`src/rtl/dmem_access_ctrl_if.sv`:
```
// Bundle of MEM-stage control, data-memory bus and status signals for
// dmem_access_ctrl. The master side is the controller; the slave side is
// the surrounding pipeline/memory environment.
interface dmem_access_ctrl_if #(
  parameter int DATA_W = 32
);
  // Pipeline side
  logic              mem_read;
  logic              mem_write;
  logic [DATA_W-1:0] addr;
  logic [DATA_W-1:0] wdata;
  logic              err_clr;
  logic [DATA_W-1:0] rdata_out;
  logic              stall;
  logic              misalign_err;
  logic              timeout_err;
  // Memory side
  logic              dmem_req;
  logic              dmem_we;
  logic [DATA_W-1:0] dmem_addr;
  logic [DATA_W-1:0] dmem_wdata;
  logic              dmem_ready;
  logic [DATA_W-1:0] dmem_rdata;

  modport master (
    input  mem_read, mem_write, addr, wdata, err_clr, dmem_ready, dmem_rdata,
    output dmem_req, dmem_we, dmem_addr, dmem_wdata, rdata_out, stall,
           misalign_err, timeout_err
  );

  modport slave (
    output mem_read, mem_write, addr, wdata, err_clr, dmem_ready, dmem_rdata,
    input  dmem_req, dmem_we, dmem_addr, dmem_wdata, rdata_out, stall,
           misalign_err, timeout_err
  );
endinterface

```
`src/rtl/dmem_access_ctrl.sv`:
```
// MEM-stage data-memory access controller. Turns the EX/MEM load/store
// bits into a single registered memory request, stalls the front of the
// pipeline while the request is outstanding, aborts after TIMEOUT cycles
// without a ready, and flags misaligned word accesses.
module dmem_access_ctrl #(
  parameter int TIMEOUT = 255
) (
  input  logic               clk,
  input  logic               rst,
  dmem_access_ctrl_if.master bus
);

  typedef enum logic [1:0] {
    IDLE   = 2'd0,
    ACCESS = 2'd1,
    DONE   = 2'd2
  } state_t;

  // Last wait-cycle count before the access is abandoned.
  localparam logic [7:0] CNT_LAST = 8'(TIMEOUT - 1);

  state_t     state;
  state_t     state_nxt;
  logic [7:0] cnt;
  logic       op;
  logic       aligned;
  logic       launch;
  logic       complete;
  logic       abort;
  logic       mis_set;
  logic       stall_int;

  assign op      = bus.mem_read | bus.mem_write;
  assign aligned = (bus.addr[1:0] == 2'b00);

  // Stall is masked by reset so a held op cannot freeze the pipeline in reset.
  assign bus.stall = stall_int & ~rst;

  // State register.
  always_ff @(posedge clk or posedge rst) begin
    if (rst) state <= IDLE;
    else     state <= state_nxt;
  end

  // Next-state decode plus the per-cycle event strobes and the stall term.
  always_comb begin
    state_nxt = state;
    launch    = 1'b0;
    complete  = 1'b0;
    abort     = 1'b0;
    mis_set   = 1'b0;
    stall_int = 1'b0;
    unique case (state)
      IDLE: begin
        if (op) begin
          if (aligned) begin
            launch    = 1'b1;
            stall_int = 1'b1;
            state_nxt = ACCESS;
          end else begin
            mis_set = 1'b1;
          end
        end
      end
      ACCESS: begin
        stall_int = 1'b1;
        if (bus.dmem_ready) begin
          complete  = 1'b1;
          state_nxt = DONE;
        end else if (cnt == CNT_LAST) begin
          abort     = 1'b1;
          state_nxt = DONE;
        end
      end
      DONE: begin
        state_nxt = IDLE;
      end
      default: begin
        state_nxt = IDLE;
      end
    endcase
  end

  // Request registers: captured on launch, held stable until the access ends.
  always_ff @(posedge clk or posedge rst) begin
    if (rst) begin
      bus.dmem_req   <= 1'b0;
      bus.dmem_we    <= 1'b0;
      bus.dmem_addr  <= '0;
      bus.dmem_wdata <= '0;
    end else if (launch) begin
      bus.dmem_req   <= 1'b1;
      bus.dmem_we    <= bus.mem_write;
      bus.dmem_addr  <= bus.addr;
      bus.dmem_wdata <= bus.wdata;
    end else if (complete || abort) begin
      bus.dmem_req   <= 1'b0;
    end
  end

  // Wait-cycle counter: restarts on each launch, counts non-ready ACCESS cycles.
  always_ff @(posedge clk or posedge rst) begin
    if (rst)                                     cnt <= '0;
    else if (launch)                             cnt <= '0;
    else if (state == ACCESS && !bus.dmem_ready) cnt <= cnt + 8'd1;
  end

  // Load result: memory data on a completed load, zero on any failed access.
  always_ff @(posedge clk or posedge rst) begin
    if (rst)                           bus.rdata_out <= '0;
    else if (mis_set || abort)         bus.rdata_out <= '0;
    else if (complete && !bus.dmem_we) bus.rdata_out <= bus.dmem_rdata;
  end

  // Sticky error flags; a new error in the clearing cycle wins over the clear.
  always_ff @(posedge clk or posedge rst) begin
    if (rst) begin
      bus.misalign_err <= 1'b0;
      bus.timeout_err  <= 1'b0;
    end else begin
      bus.misalign_err <= mis_set | (bus.misalign_err & ~bus.err_clr);
      bus.timeout_err  <= abort   | (bus.timeout_err  & ~bus.err_clr);
    end
  end

endmodule
```
`src/flat_wrapper.sv`:
```
// flat-port wrapper written by rule: the top's interface ports become plain ports
module dmem_access_ctrl_flat 
#(
  parameter int TIMEOUT = 255
)
  (clk, rst, bus_mem_read, bus_mem_write, bus_addr, bus_wdata, bus_err_clr, bus_dmem_ready, bus_dmem_rdata, bus_dmem_req, bus_dmem_we, bus_dmem_addr, bus_dmem_wdata, bus_rdata_out, bus_stall, bus_misalign_err, bus_timeout_err);
  dmem_access_ctrl_if bus_i ();
  input  logic clk;
  input  logic rst;
  input wire logic [$bits(bus_i.mem_read)-1:0] bus_mem_read;
  input wire logic [$bits(bus_i.mem_write)-1:0] bus_mem_write;
  input wire logic [$bits(bus_i.addr)-1:0] bus_addr;
  input wire logic [$bits(bus_i.wdata)-1:0] bus_wdata;
  input wire logic [$bits(bus_i.err_clr)-1:0] bus_err_clr;
  input wire logic [$bits(bus_i.dmem_ready)-1:0] bus_dmem_ready;
  input wire logic [$bits(bus_i.dmem_rdata)-1:0] bus_dmem_rdata;
  output wire logic [$bits(bus_i.dmem_req)-1:0] bus_dmem_req;
  output wire logic [$bits(bus_i.dmem_we)-1:0] bus_dmem_we;
  output wire logic [$bits(bus_i.dmem_addr)-1:0] bus_dmem_addr;
  output wire logic [$bits(bus_i.dmem_wdata)-1:0] bus_dmem_wdata;
  output wire logic [$bits(bus_i.rdata_out)-1:0] bus_rdata_out;
  output wire logic [$bits(bus_i.stall)-1:0] bus_stall;
  output wire logic [$bits(bus_i.misalign_err)-1:0] bus_misalign_err;
  output wire logic [$bits(bus_i.timeout_err)-1:0] bus_timeout_err;
  assign bus_i.mem_read = bus_mem_read;
  assign bus_i.mem_write = bus_mem_write;
  assign bus_i.addr = bus_addr;
  assign bus_i.wdata = bus_wdata;
  assign bus_i.err_clr = bus_err_clr;
  assign bus_i.dmem_ready = bus_dmem_ready;
  assign bus_i.dmem_rdata = bus_dmem_rdata;
  assign bus_dmem_req = bus_i.dmem_req;
  assign bus_dmem_we = bus_i.dmem_we;
  assign bus_dmem_addr = bus_i.dmem_addr;
  assign bus_dmem_wdata = bus_i.dmem_wdata;
  assign bus_rdata_out = bus_i.rdata_out;
  assign bus_stall = bus_i.stall;
  assign bus_misalign_err = bus_i.misalign_err;
  assign bus_timeout_err = bus_i.timeout_err;
  dmem_access_ctrl #(.TIMEOUT(TIMEOUT)) u_core (.clk(clk), .rst(rst), .bus(bus_i));
endmodule
```
`config.mk`:
```
export PLATFORM = sky130hd
export DESIGN_NAME = dmem_access_ctrl_flat
export DESIGN_NICKNAME = d
export VERILOG_FILES = /design/src/rtl/dmem_access_ctrl_if.sv /design/src/rtl/dmem_access_ctrl.sv /design/src/flat_wrapper.sv
export SDC_FILE = /design/constraint.sdc
export NUM_CORES = 1
export LEC_CHECK = 0
export BUFFER_PORTS_ARGS = -buffer_cell sky130_fd_sc_hd__buf_2
export CAP_MARGIN = 20
export CORE_MARGIN = 5
export CORE_UTILIZATION = 45
export DETAILED_ROUTE_END_ITERATION = 10
export GPL_TIMING_DRIVEN = 1
export HOLD_SLACK_MARGIN = 0.15
export MAX_ROUTING_LAYER = met4
export PLACE_DENSITY = 0.77
export SETUP_SLACK_MARGIN = 0.5
export SLEW_MARGIN = 20
export SYNTH_ARGS = -nofsm -noshare
export SYNTH_HDL_FRONTEND = slang
export SYNTH_SLANG_ARGS = --single-unit
```
`constraint.sdc`:
```
create_clock -name clk -period 10.43 [get_ports clk]
set_input_delay 1.5645 -clock clk [delete_from_list [all_inputs] [get_ports clk]]
set_output_delay 1.5645 -clock clk [all_outputs]
set_load 0.005 [all_outputs]
```
==> impl_results.md <==
- RSZ-0062 raised after global routing: false
- Crit Path Class: in -> out
- Cell Area, Synth: about 4400 um2
- HP Class: reg -> reg
- Fin crit period: 4080 ps
- Setup TNS: 0 ps
- Die width: 109 um
- Remaining antenna violation count after routing: 0
- Register area share after synthesis: 0.623
- IO Port Bufs: between 200 and 250
- Placer congestion estimate: slightly below 0.7
- Nets: just over 600
- Yosys cell types: 39
- Commonest register cell after synthesis: dfrtp_1
- Share of post-route cells with drive strength above 1: 0.557
- Largest net degree at the start of global routing: 71
- # hold bufs at CTS: 0
- DRT Pass-1 Iters: 4
- Routed WL: 10.4 mm
- IO Count: a little over 200
- Avg Inst Size Synth: approximately 14 um2
- Final Hold Vio Count: 0
- Worst Max-Slew Pin Slew: between 800 and 900 ps
- Final Max Slew Viols: 0
- H-tree levels: 3
- Drt drc: 0
- EDFF count, synth: 0
- Peak supply drop: slightly above 0.1 mV
- CTS tree: yes
- Worst Path Buf+Inv: 2
- Power per Cell Area: 182 nW/um2
- Wirelength per Cell: about 16 um
- Die Height: approximately 110 um
- Syn nets: 418
- CP Capture Type: output port
- Number of synthesized register bits: 110
- Post-cts resize count: 0
- Die ar.: approximately 12000 um2
- Via density: about 4.9
- Setup Skew: between 15 and 20 ps
- Via count: 3217
- Worst slew margin: 0.424
- DRT iter0 DRCs: around 120
- Post-CTS Setup Bufs: 0
- Async SR Flop Fraction: 1.00
- Final setup fails: 0
- Required @ worst endpoint: slightly below 9000 ps
- CP max-delay cell: nor2_1
- Worst Setup Start Kind: input pin
- Clk buf depth: 2
- CP Cell Sequence: buf_2 > nor2_1 > nor2_1 > o21a_1 > buf_2
- Critical Path Max Stage Delay: roughly 420 ps
- CTS Buf Count: 9
- Initial antenna violation count: 0
- Tcrit/Tclk final: 0.391
- Initial Utilization: 0.456
- Cell count after synthesis: ~310
- Clk slew on worst S/H paths: ~90 ps
- Vias in the first global route: 3316
- Leakage power: 2.84 nW
- Num rows: 36
- Area growth from synthesis to layout: 30.6%
- Inserted Diodes: 0
- DPL Wire Length: roughly 7.8 mm
- Clk root buf: clkbuf_8
- CTS sink count: 110
- Clock Latency Late Sink: between 300 and 400 ps
- GRT Overall Usage: 0.181
- Placed cell area: 5560 um2
- Most frequent cells in the layout: 202 x buf_2, 110 x dfrtp_1, 57 x mux2_2
- Max Cap Viol: 0
- Outcome: complete, no violations
- Worst R2R Setup Slack: roughly 8300 ps
- Final Instance Area: ~5800 um2
- CP delay by family, top: simple AND/OR/NAND/NOR gates
- Remaining Overflow, GRT: 0
- Yosys warning count: 0
- Crit path max fanout: 5
- CP arrival: ~2500 ps
- Commonest non-fill, non-tap cell in the layout: buf_2
- Core Area: between 9000 and 10000 um2
- First-pass GRT wire length: 16.3 mm
- Peak Freq: 0.245 GHz
- WHS: a little under 500 ps
per-stage QoR:
| step | worst slack [ps] | power [mW] | utilization | instances |
|---|---|---|---|---|
| finish | 6350 | 1.05 | 0.596 | 650 |
| global route | 6280 | 1.12 | 0.596 | 650 |
| CTS | 6340 | 1.07 | 0.594 | 649 |
| detailed placement | 6340 | 0.818 | 0.574 | 633 |
| global placement | 6380 | 0.806 | 0.574 | 633 |
| floorplan | 5960 | 0.683 | - | 314 |
worst register-to-register path, delay by kind of cell (launching register included):
family / cells / cell delay (ps)
and+or+nand+nor: 3 / 1220
buffers and inverters: 1 / 250
DFF: 1 / 530
flip-flops by register name, indices dropped and copies added, names as in the netlist:
register	flops
u_core.state	2
u_core.bus.dmem_we	1
u_core.bus.rdata_out	32
u_core.bus.dmem_req	1
u_core.bus.dmem_addr	32
u_core.cnt	8
u_core.bus.timeout_err	1
u_core.bus.misalign_err	1
u_core.bus.dmem_wdata	32
cell families (layout without fill, tap and decap cells):
kind of cell	Yosys count	after routing	share of synthesized area
DFF	110	110	0.623
muxes	96	96	0.235
and+or+nand+nor	65	65	0.0821
buffers and inverters	23	226	0.0263
AOI/OAI and AO/OA	16	16	0.0235
adders and majority gates	2	2	0.00566
xor gates and xnor gates	2	2	0.00397
power breakdown:
group	internal, mW	leakage [nW]	total [mW]	switching, mW
combinational	0.139	1.36	0.246	0.107
clock	0.102	0.0961	0.244	0.142
sequential	0.510	1.39	0.558	0.0479
total	0.752	2.84	1.05	0.297
synthesized netlist by cell type (2+ instances only):
master	instances	share of area
dfrtp_1	110	0.62
mux2_2	57	0.15
mux2i_1	33	0.075
nor3_1	32	0.036
buf_2	15	0.017
nor2_1	7	0.0059
mux2_1	6	0.015
a21oi_1	4	0.0045
nand2_1	4	0.0034
o21ai_0	4	0.0045
and2_1	3	0.0042
clkbuf_1	3	0.0025
inv_1	3	0.0025
nand3_1	3	0.0034
or3_1	3	0.0042
a21o_1	2	0.0034
ha_1	2	0.0057
nor4_1	2	0.0028
area by class of cell:
class,instances,area (um2)
multi-input cells,181,1590
fillers,800,3920
flip-flops and latches,110,2750
clock buffers,11,151
repair buffers,207,1060
well taps,133,166
clock inverters,5,42.5
inverters,3,13.8
layer usage:
metal  global-route usage  routed length [um]  up-vias  part of all wire
li1                     -                   -     1507                 -
met3               0.0539                1040       12              0.10
met4               0.0541                 132        0             0.013
met2                0.279                4830      152              0.47
met5                    -                   0        -                 0
met1                0.230                4390     1546              0.42
worst paths after layout:
path,from,endpoint,cells after the start
worst min-delay path,u_core.bus.misalign_err,u_core.bus.misalign_err,1
worst min register to register,u_core.bus.misalign_err,u_core.bus.misalign_err,1
min in group asynchronous,rst,u_core.bus.dmem_addr[30],2
worst max-delay path,bus_mem_write,bus_stall,5
worst max register to register,u_core.state[1],u_core.bus.rdata_out[9],4
max in group asynchronous,rst,u_core.bus.dmem_wdata[27],3
Power figures use the tool's default switching activity.
